[config.mk]
export PLATFORM = sky130hd
export DESIGN_NAME = natv_apb4_bridge_flat
export DESIGN_NICKNAME = d
export VERILOG_FILES = /design/src/rtl/natv_apb4_pkg.sv /design/src/rtl/apb4_if.sv /design/src/rtl/natv_apb4_tmo.sv /design/src/rtl/natv_apb4_bridge.sv /design/src/flat_wrapper.sv
export SDC_FILE = /design/constraint.sdc
export NUM_CORES = 1
export LEC_CHECK = 0
export ABC_CLOCK_PERIOD_IN_PS = 6200
export CAP_MARGIN = 5
export CORE_ASPECT_RATIO = 0.75
export CORE_MARGIN = 4
export CORE_UTILIZATION = 45
export DETAILED_ROUTE_END_ITERATION = 10
export PLACE_DENSITY = 0.92
export SLEW_MARGIN = 20
export SYNTH_ARGS = -nofsm -noshare
export SYNTH_HDL_FRONTEND = slang
export SYNTH_HIERARCHICAL = 1
export SYNTH_SLANG_ARGS = --single-unit
[constraint.sdc]
create_clock -name clk_i -period 6.2 [get_ports clk_i]
set_input_delay 0.62 -clock clk_i [delete_from_list [all_inputs] [get_ports clk_i]]
set_output_delay 0.62 -clock clk_i [all_outputs]
set_load 0.01 [all_outputs]
[src/rtl/natv_apb4_pkg.sv]
// rtl/natv_apb4_pkg.sv - shared types and constants for the native-to-APB4 bridge
package natv_apb4_pkg;

  typedef enum logic [1:0] {
    IDLE   = 2'd0,
    SETUP  = 2'd1,
    ACCESS = 2'd2,
    RESP   = 2'd3
  } natv_apb4_state_e;

  localparam int TMO_CNT_W = 8;

  localparam logic [2:0] APB_PROT_DEFAULT = 3'b000;

endpackage

[src/rtl/apb4_if.sv]
// rtl/apb4_if.sv - APB4 bus bundle with master and slave views
interface apb4_if #(
  parameter int ADDR_WIDTH = 32,
  parameter int DATA_WIDTH = 32
);
  localparam int STRB_WIDTH = DATA_WIDTH / 8;

  logic [ADDR_WIDTH-1:0] paddr;
  logic [2:0]            pprot;
  logic                  psel;
  logic                  penable;
  logic                  pwrite;
  logic [DATA_WIDTH-1:0] pwdata;
  logic [STRB_WIDTH-1:0] pstrb;
  logic [DATA_WIDTH-1:0] prdata;
  logic                  pready;
  logic                  pslverr;

  modport master (
    output paddr, pprot, psel, penable, pwrite, pwdata, pstrb,
    input  prdata, pready, pslverr
  );

  modport slave (
    input  paddr, pprot, psel, penable, pwrite, pwdata, pstrb,
    output prdata, pready, pslverr
  );

endinterface

[src/rtl/natv_apb4_tmo.sv]
// rtl/natv_apb4_tmo.sv - ACCESS-phase wait counter; flags the cycle a hung transfer must abort
module natv_apb4_tmo #(
  parameter int TIMEOUT_CYCLES = 255
) (
  input  logic clk,
  input  logic rst_n,
  input  logic clr,
  input  logic en,
  output logic hit
);
  localparam int CNT_W = (TIMEOUT_CYCLES > 1) ? $clog2(TIMEOUT_CYCLES) : 1;
  // hit fires in the ACCESS cycle that would be the TIMEOUT_CYCLES-th without pready
  localparam logic [CNT_W-1:0] LAST = (TIMEOUT_CYCLES > 0) ? CNT_W'(TIMEOUT_CYCLES - 1) : '0;

  logic [CNT_W-1:0] cnt_q;

  always_ff @(posedge clk or negedge rst_n) begin
    if (!rst_n) begin
      cnt_q <= '0;
    end else if (clr) begin
      cnt_q <= '0;
    end else if (en && (cnt_q != '1)) begin
      cnt_q <= cnt_q + 1'b1;
    end
  end

  assign hit = (TIMEOUT_CYCLES > 0) && en && (cnt_q == LAST);

endmodule

[src/rtl/natv_apb4_bridge.sv]
// rtl/natv_apb4_bridge.sv - converts one native valid/ready request into one APB4 transfer
module natv_apb4_bridge
  import natv_apb4_pkg::*;
#(
  parameter int ADDR_WIDTH     = 32,
  parameter int DATA_WIDTH     = 32,
  parameter int TIMEOUT_CYCLES = 255
) (
  input  logic                    clk_i,
  input  logic                    rst_n_i,
  input  logic                    nat_valid_i,
  input  logic [ADDR_WIDTH-1:0]   nat_addr_i,
  input  logic [DATA_WIDTH-1:0]   nat_wdata_i,
  input  logic [DATA_WIDTH/8-1:0] nat_wstrb_i,
  output logic                    nat_ready_o,
  output logic [DATA_WIDTH-1:0]   nat_rdata_o,
  output logic                    nat_err_o,
  output logic [TMO_CNT_W-1:0]    tmo_cnt_o,
  apb4_if.master                  apb
);
  localparam int STRB_WIDTH = DATA_WIDTH / 8;
  localparam logic [ADDR_WIDTH-1:0] WORD_MASK = {{(ADDR_WIDTH-2){1'b1}}, 2'b00};

  natv_apb4_state_e state_q, state_d;

  logic                  wait_clr;
  logic                  wait_en;
  logic                  tmo_hit;

  logic [ADDR_WIDTH-1:0] paddr_q;
  logic [2:0]            prot_q;
  logic                  psel_q;
  logic                  penable_q;
  logic                  pwrite_q;
  logic [DATA_WIDTH-1:0] pwdata_q;
  logic [STRB_WIDTH-1:0] pstrb_q;
  logic                  ready_q;
  logic [DATA_WIDTH-1:0] rdata_q;
  logic                  err_q;
  logic [TMO_CNT_W-1:0]  tmo_cnt_q;

  natv_apb4_tmo #(
    .TIMEOUT_CYCLES(TIMEOUT_CYCLES)
  ) u_tmo (
    .clk  (clk_i),
    .rst_n(rst_n_i),
    .clr  (wait_clr),
    .en   (wait_en),
    .hit  (tmo_hit)
  );

  always_ff @(posedge clk_i or negedge rst_n_i) begin
    if (!rst_n_i) begin
      state_q <= IDLE;
    end else begin
      state_q <= state_d;
    end
  end

  always_comb begin
    state_d  = state_q;
    wait_clr = 1'b0;
    wait_en  = 1'b0;
    case (state_q)
      IDLE: begin
        if (nat_valid_i) begin
          state_d  = SETUP;
          wait_clr = 1'b1;
        end
      end
      SETUP: state_d = ACCESS;
      ACCESS: begin
        wait_en = !apb.pready;
        if (apb.pready || tmo_hit) begin
          state_d = RESP;
        end
      end
      RESP: state_d = IDLE;
      default: state_d = IDLE;
    endcase
  end

  always_ff @(posedge clk_i or negedge rst_n_i) begin
    if (!rst_n_i) begin
      paddr_q   <= '0;
      prot_q    <= '0;
      psel_q    <= 1'b0;
      penable_q <= 1'b0;
      pwrite_q  <= 1'b0;
      pwdata_q  <= '0;
      pstrb_q   <= '0;
      ready_q   <= 1'b0;
      rdata_q   <= '0;
      err_q     <= 1'b0;
      tmo_cnt_q <= '0;
    end else begin
      case (state_q)
        IDLE: begin
          if (nat_valid_i) begin
            // a zero strobe is a read, so pstrb is already zero for reads
            paddr_q  <= nat_addr_i & WORD_MASK;
            prot_q   <= APB_PROT_DEFAULT;
            pwrite_q <= |nat_wstrb_i;
            pwdata_q <= nat_wdata_i;
            pstrb_q  <= nat_wstrb_i;
            psel_q   <= 1'b1;
          end
        end
        SETUP: penable_q <= 1'b1;
        ACCESS: begin
          if (apb.pready || tmo_hit) begin
            psel_q    <= 1'b0;
            penable_q <= 1'b0;
            ready_q   <= 1'b1;
            if (apb.pready) begin
              // error responses and writes carry no data back to the core
              err_q   <= apb.pslverr;
              rdata_q <= (pwrite_q || apb.pslverr) ? '0 : apb.prdata;
            end else begin
              err_q   <= 1'b1;
              rdata_q <= '0;
              if (tmo_cnt_q != '1) begin
                tmo_cnt_q <= tmo_cnt_q + 1'b1;
              end
            end
          end
        end
        RESP: begin
          ready_q <= 1'b0;
          rdata_q <= '0;
          err_q   <= 1'b0;
        end
        default: ;
      endcase
    end
  end

  assign apb.paddr   = paddr_q;
  assign apb.pprot   = prot_q;
  assign apb.psel    = psel_q;
  assign apb.penable = penable_q;
  assign apb.pwrite  = pwrite_q;
  assign apb.pwdata  = pwdata_q;
  assign apb.pstrb   = pstrb_q;

  assign nat_ready_o = ready_q;
  assign nat_rdata_o = rdata_q;
  assign nat_err_o   = err_q;
  assign tmo_cnt_o   = tmo_cnt_q;

endmodule

[src/flat_wrapper.sv]
// flat-port wrapper written by rule: the top's interface ports become plain ports
module natv_apb4_bridge_flat import natv_apb4_pkg::*;
#(
  parameter int ADDR_WIDTH     = 32,
  parameter int DATA_WIDTH     = 32,
  parameter int TIMEOUT_CYCLES = 255
)
  (clk_i, rst_n_i, nat_valid_i, nat_addr_i, nat_wdata_i, nat_wstrb_i, nat_ready_o, nat_rdata_o, nat_err_o, tmo_cnt_o, apb_paddr, apb_pprot, apb_psel, apb_penable, apb_pwrite, apb_pwdata, apb_pstrb, apb_prdata, apb_pready, apb_pslverr);
  apb4_if #(.ADDR_WIDTH(ADDR_WIDTH), .DATA_WIDTH(DATA_WIDTH)) apb_i ();
  input  logic clk_i;
  input  logic rst_n_i;
  input  logic nat_valid_i;
  input  logic [ADDR_WIDTH-1:0] nat_addr_i;
  input  logic [DATA_WIDTH-1:0] nat_wdata_i;
  input  logic [DATA_WIDTH/8-1:0] nat_wstrb_i;
  output logic nat_ready_o;
  output logic [DATA_WIDTH-1:0] nat_rdata_o;
  output logic nat_err_o;
  output logic [TMO_CNT_W-1:0] tmo_cnt_o;
  output wire logic [$bits(apb_i.paddr)-1:0] apb_paddr;
  output wire logic [$bits(apb_i.pprot)-1:0] apb_pprot;
  output wire logic [$bits(apb_i.psel)-1:0] apb_psel;
  output wire logic [$bits(apb_i.penable)-1:0] apb_penable;
  output wire logic [$bits(apb_i.pwrite)-1:0] apb_pwrite;
  output wire logic [$bits(apb_i.pwdata)-1:0] apb_pwdata;
  output wire logic [$bits(apb_i.pstrb)-1:0] apb_pstrb;
  input wire logic [$bits(apb_i.prdata)-1:0] apb_prdata;
  input wire logic [$bits(apb_i.pready)-1:0] apb_pready;
  input wire logic [$bits(apb_i.pslverr)-1:0] apb_pslverr;
  assign apb_paddr = apb_i.paddr;
  assign apb_pprot = apb_i.pprot;
  assign apb_psel = apb_i.psel;
  assign apb_penable = apb_i.penable;
  assign apb_pwrite = apb_i.pwrite;
  assign apb_pwdata = apb_i.pwdata;
  assign apb_pstrb = apb_i.pstrb;
  assign apb_i.prdata = apb_prdata;
  assign apb_i.pready = apb_pready;
  assign apb_i.pslverr = apb_pslverr;
  natv_apb4_bridge #(.ADDR_WIDTH(ADDR_WIDTH), .DATA_WIDTH(DATA_WIDTH), .TIMEOUT_CYCLES(TIMEOUT_CYCLES)) u_core (.clk_i(clk_i), .rst_n_i(rst_n_i), .nat_valid_i(nat_valid_i), .nat_addr_i(nat_addr_i), .nat_wdata_i(nat_wdata_i), .nat_wstrb_i(nat_wstrb_i), .nat_ready_o(nat_ready_o), .nat_rdata_o(nat_rdata_o), .nat_err_o(nat_err_o), .tmo_cnt_o(tmo_cnt_o), .apb(apb_i));
endmodule
==> impl_metrics.csv <==
group,metric,value,unit
sta,setup_viol,0,
floorplan,row_count,33,
synthesis,synth.area.top_cells,"dfrtp_1 61%, mux2_2 15%, a22o_1 5.6%, ha_1 2.0%, mux2_1 1.1%",
synthesis,netlist_instances,350,
placement,place_inst,688,
global_routing,antenna_found_initial,0,
drt,drtIter0Drc,236,
synthesis,yosysUniqueCellTypes,47,
final_layout,final_area,7760,um^2
global_routing,overflow,0,
synthesis,synth_ff_type,"dfrtp_1",
floorplan,start_util,0.459,
final_layout,fillers,708,
clock_tree,clk_pin_slew,0.06,ns
sta,worst_slew_pin_slew,0.752,ns
floorplan,core_area,10900,um^2
sta,skew,0.0116,ns
sta,fin_crit,3.03,ns
critical_path,crit_chain,"inv_1 -> ha_1 -> nor2b_1 -> and3_1 -> and3_1 -> nand3b_4 -> nor4_2 -> mux2_1",
critical_path,crit_top_cell,"and3_1",
placement,routabilityCongestion,0.820,
drt,drt-wirelength-per-cell,17.9,um
sta,max_freq,330,MHz
floorplan,die_area,12900,um^2
clock_tree,cts_buffers,17,
placement,placed_area,7200,um^2
pwr,p_switching,0.00109,W
drt,final_antenna_net_count,0,
clock_tree,postCtsHoldBufs,0,
pwr,swShare,0.307,
clock_tree,ctsResizeCount,0,
critical_path,critPathLaunchType,"flop",
clock_tree,cts.sinks,121,
final_layout,fin_nets,680,
run_status,outcome,"finished clean",
sta,maxSlewViolCount,0,
pwr,powerDensity,458,nW/um^2
floorplan,die_y,99.3,um
pwr,leakagePower,3.34,nW
final_layout,finalNonFillerCells,720,
placement,hpwl,9360,um
sta,fin_setup_tns,0,ns
pwr,p_clk_frac,0.262,
critical_path,worstPathRequired,6.48,ns
pwr,power.total,0.00355,W
pwr,comb_power_share,0.385,
synthesis,synth-seq-cells,121,
critical_path,crit_fanout,12,
final_layout,finish.utilization,0.712,
synthesis,syn_area_per_cell,14.3,um^2
final_layout,multi_input_area,1800,um^2
synthesis,synth-edff-count,0,
sta,max-slew-margin-rel,0.499,
floorplan,num_io_pins,221,
synthesis,synth_top_area_frac,0.605,
synthesis,yosys_warnings,6,
synthesis,ys_async_sr_fraction,1.00,
global_routing,track_usage,0.203,
synthesis,synth.most_common_cell,"dfrtp_1",
critical_path,crit_type,"flop to flop",
critical_path,slowest_delay,0.46,ns
clock_tree,root_buffer,"clkbuf_16",
drt,drc_errors,0,
pwr,p_int,0.00246,W
drt,first_pass_iters,4,
sta,post-route-period-util,0.488,
clock_tree,cts_setup_buffers,0,
critical_path,arrival,3.30,ns
critical_path,cpMaxStageDelayCell,"ha_1",
floorplan,die_w,130,um
clock_tree,cts_tree,"done",
final_layout,drive_gt1_frac,0.197,
global_routing,first_global_vias,4001,
pwr,p_seq_frac,0.352,
worst_hold_path,worstHoldPathType,"input port to async pin",
flow_run,maxCapViolCount,0,
clock_tree,cts_buffer_depth,2,
critical_path,cp-end-kind,"flop",
placement,numPortBuffers,213,
global_routing,grt_max_degree,63,
drt,totalWireLength,12900,um
synthesis,synth_top_cells_by_count,"121 x dfrtp_1, 67 x mux2_2, 32 x a22o_1",
synthesis,synth.yosys.seq_area_share,0.605,
pwr,ir_drop,0.223,mV
final_layout,area_growth_syn_to_layout,55.1,%
drt,via_count,3725,
synthesis,yosysTopAreaCell,"dfrtp_1",
final_layout,antenna_cells,0,
synthesis,synth_area,5000,um^2
sta,rsz0062_at_grt,"false",
clock_tree,cts_htree_levels,4,
sta,hold_viol,0,
global_routing,grt_first_pass_wirelength,20500,um
final_layout,seq_area,3030,um^2
drt,via_per_inst,5.17,
clock_tree,worstSkewPairLatency,0.41,ns
-- stage by stage --
| stage | hold WS [ns] | setup slack (ns) |
|---|---|---|
| after floorplan | 0.324 | 3.75 |
| after global placement | 0.488 | 3.24 |
| after detailed placement | 0.492 | 3.14 |
| after CTS | 0.300 | 3.23 |
| after global routing | 0.354 | 2.91 |
| final | 0.294 | 3.17 |
-- final timing paths --
| kind | start | cells past startpoint | slack [ns] | end |
|---|---|---|---|---|
| setup / recovery | u_core/state_q[0] | 8 | 3.17 | u_core/tmo_cnt_o[7] |
| hold / removal | rst_n_i | 1 | 0.29 | u_core/nat_rdata_o[30] |
| setup reg to reg | u_core/state_q[0] | 8 | 3.17 | u_core/tmo_cnt_o[7] |
| hold reg to reg | u_core/apb.paddr[13] | 1 | 0.50 | u_core/apb.paddr[13] |
| max in group asynchronous | rst_n_i | 2 | 4.66 | u_core/apb.paddr[24] |
| min in group clk_i | u_core/apb.paddr[13] | 1 | 0.50 | u_core/apb.paddr[13] |
-- cell families (layout without fill, tap and decap cells) --
logic type | after synthesis | count (layout) | share of synthesized area
fa+ha+maj | 8 | 8 | 0.0200
flops | 121 | 121 | 0.605
xor+xnor | 3 | 3 | 0.00525
buf+inv | 33 | 259 | 0.0377
simple gates | 51 | 51 | 0.0618
other cells | 1 | 5 | 0.000749
compound gates | 59 | 59 | 0.103
mux | 74 | 74 | 0.167
-- power groups by stage --
| stage | sequential (W) | clock (W) | combinational, W |
|---|---|---|---|
| final | 0.00125 | 0.000932 | 0.00137 |
| after global routing | 0.00129 | 0.000987 | 0.00147 |
| after CTS | 0.00126 | 0.000950 | 0.00139 |
| after detailed placement | 0.00127 | 0 | 0.00138 |
| after global placement | 0.00124 | 0 | 0.00134 |
| after floorplan | 0.00138 | 0 | 0.000533 |
-- critical path, delay by kind of cell, from the launching register on --
kind / cells / cell delay, ns
buf+inv: 1 / 0.12
flops: 1 / 0.41
mux: 1 / 0.38
simple gates: 5 / 1.54
fa+ha+maj: 1 / 0.46
-- flip-flops by register name, indices dropped and copies added, names as in the netlist --
signal and flops:
u_core/u_tmo/cnt_q 8, u_core/nat_ready_o 1, u_core/nat_err_o 1, u_core/tmo_cnt_o 8, u_core/apb.penable 1, u_core/nat_rdata_o 32
u_core/apb.pwdata 32, u_core/apb.pwrite 1, u_core/apb.pstrb 4, u_core/apb.psel 1, u_core/apb.paddr 30, u_core/state_q 2
-- cells in the final DEF (no fill, tap or decap), types with 3 or more instances in the layout --
cell type	instances
clkdlybuf4s50_1	212
dfrtp_1	121
mux2_2	67
a22o_1	32
clkbuf_16	17
nor2_1	11
inv_1	10
ha_1	8
nor2b_1	7
inv_6	6
nand2_1	6
a211oi_1	6
o21ai_0	6
nor3_1	5
a21oi_1	5
mux2_1	5
conb_1	5
nand3_1	4
buf_4	3
-- final cells by class --
type | count | share of cell area
clock buffer | 18 | 0.0553
clock inverter | 14 | 0.0176
multi-input combinational | 200 | 0.232
inverter | 12 | 0.00580
tap | 140 | 0.0226
timing repair buffer | 215 | 0.276
sequential | 121 | 0.390
-- routing by layer --
metal  GRT usage  vias up  part of all wire
met5           0        -                 0
met3      0.0537       19             0.069
met2       0.360      148              0.53
li1            -     1706                 -
met4      0.0751        0             0.016
met1       0.237     1852              0.39
(Power assumes the default switching activity.)
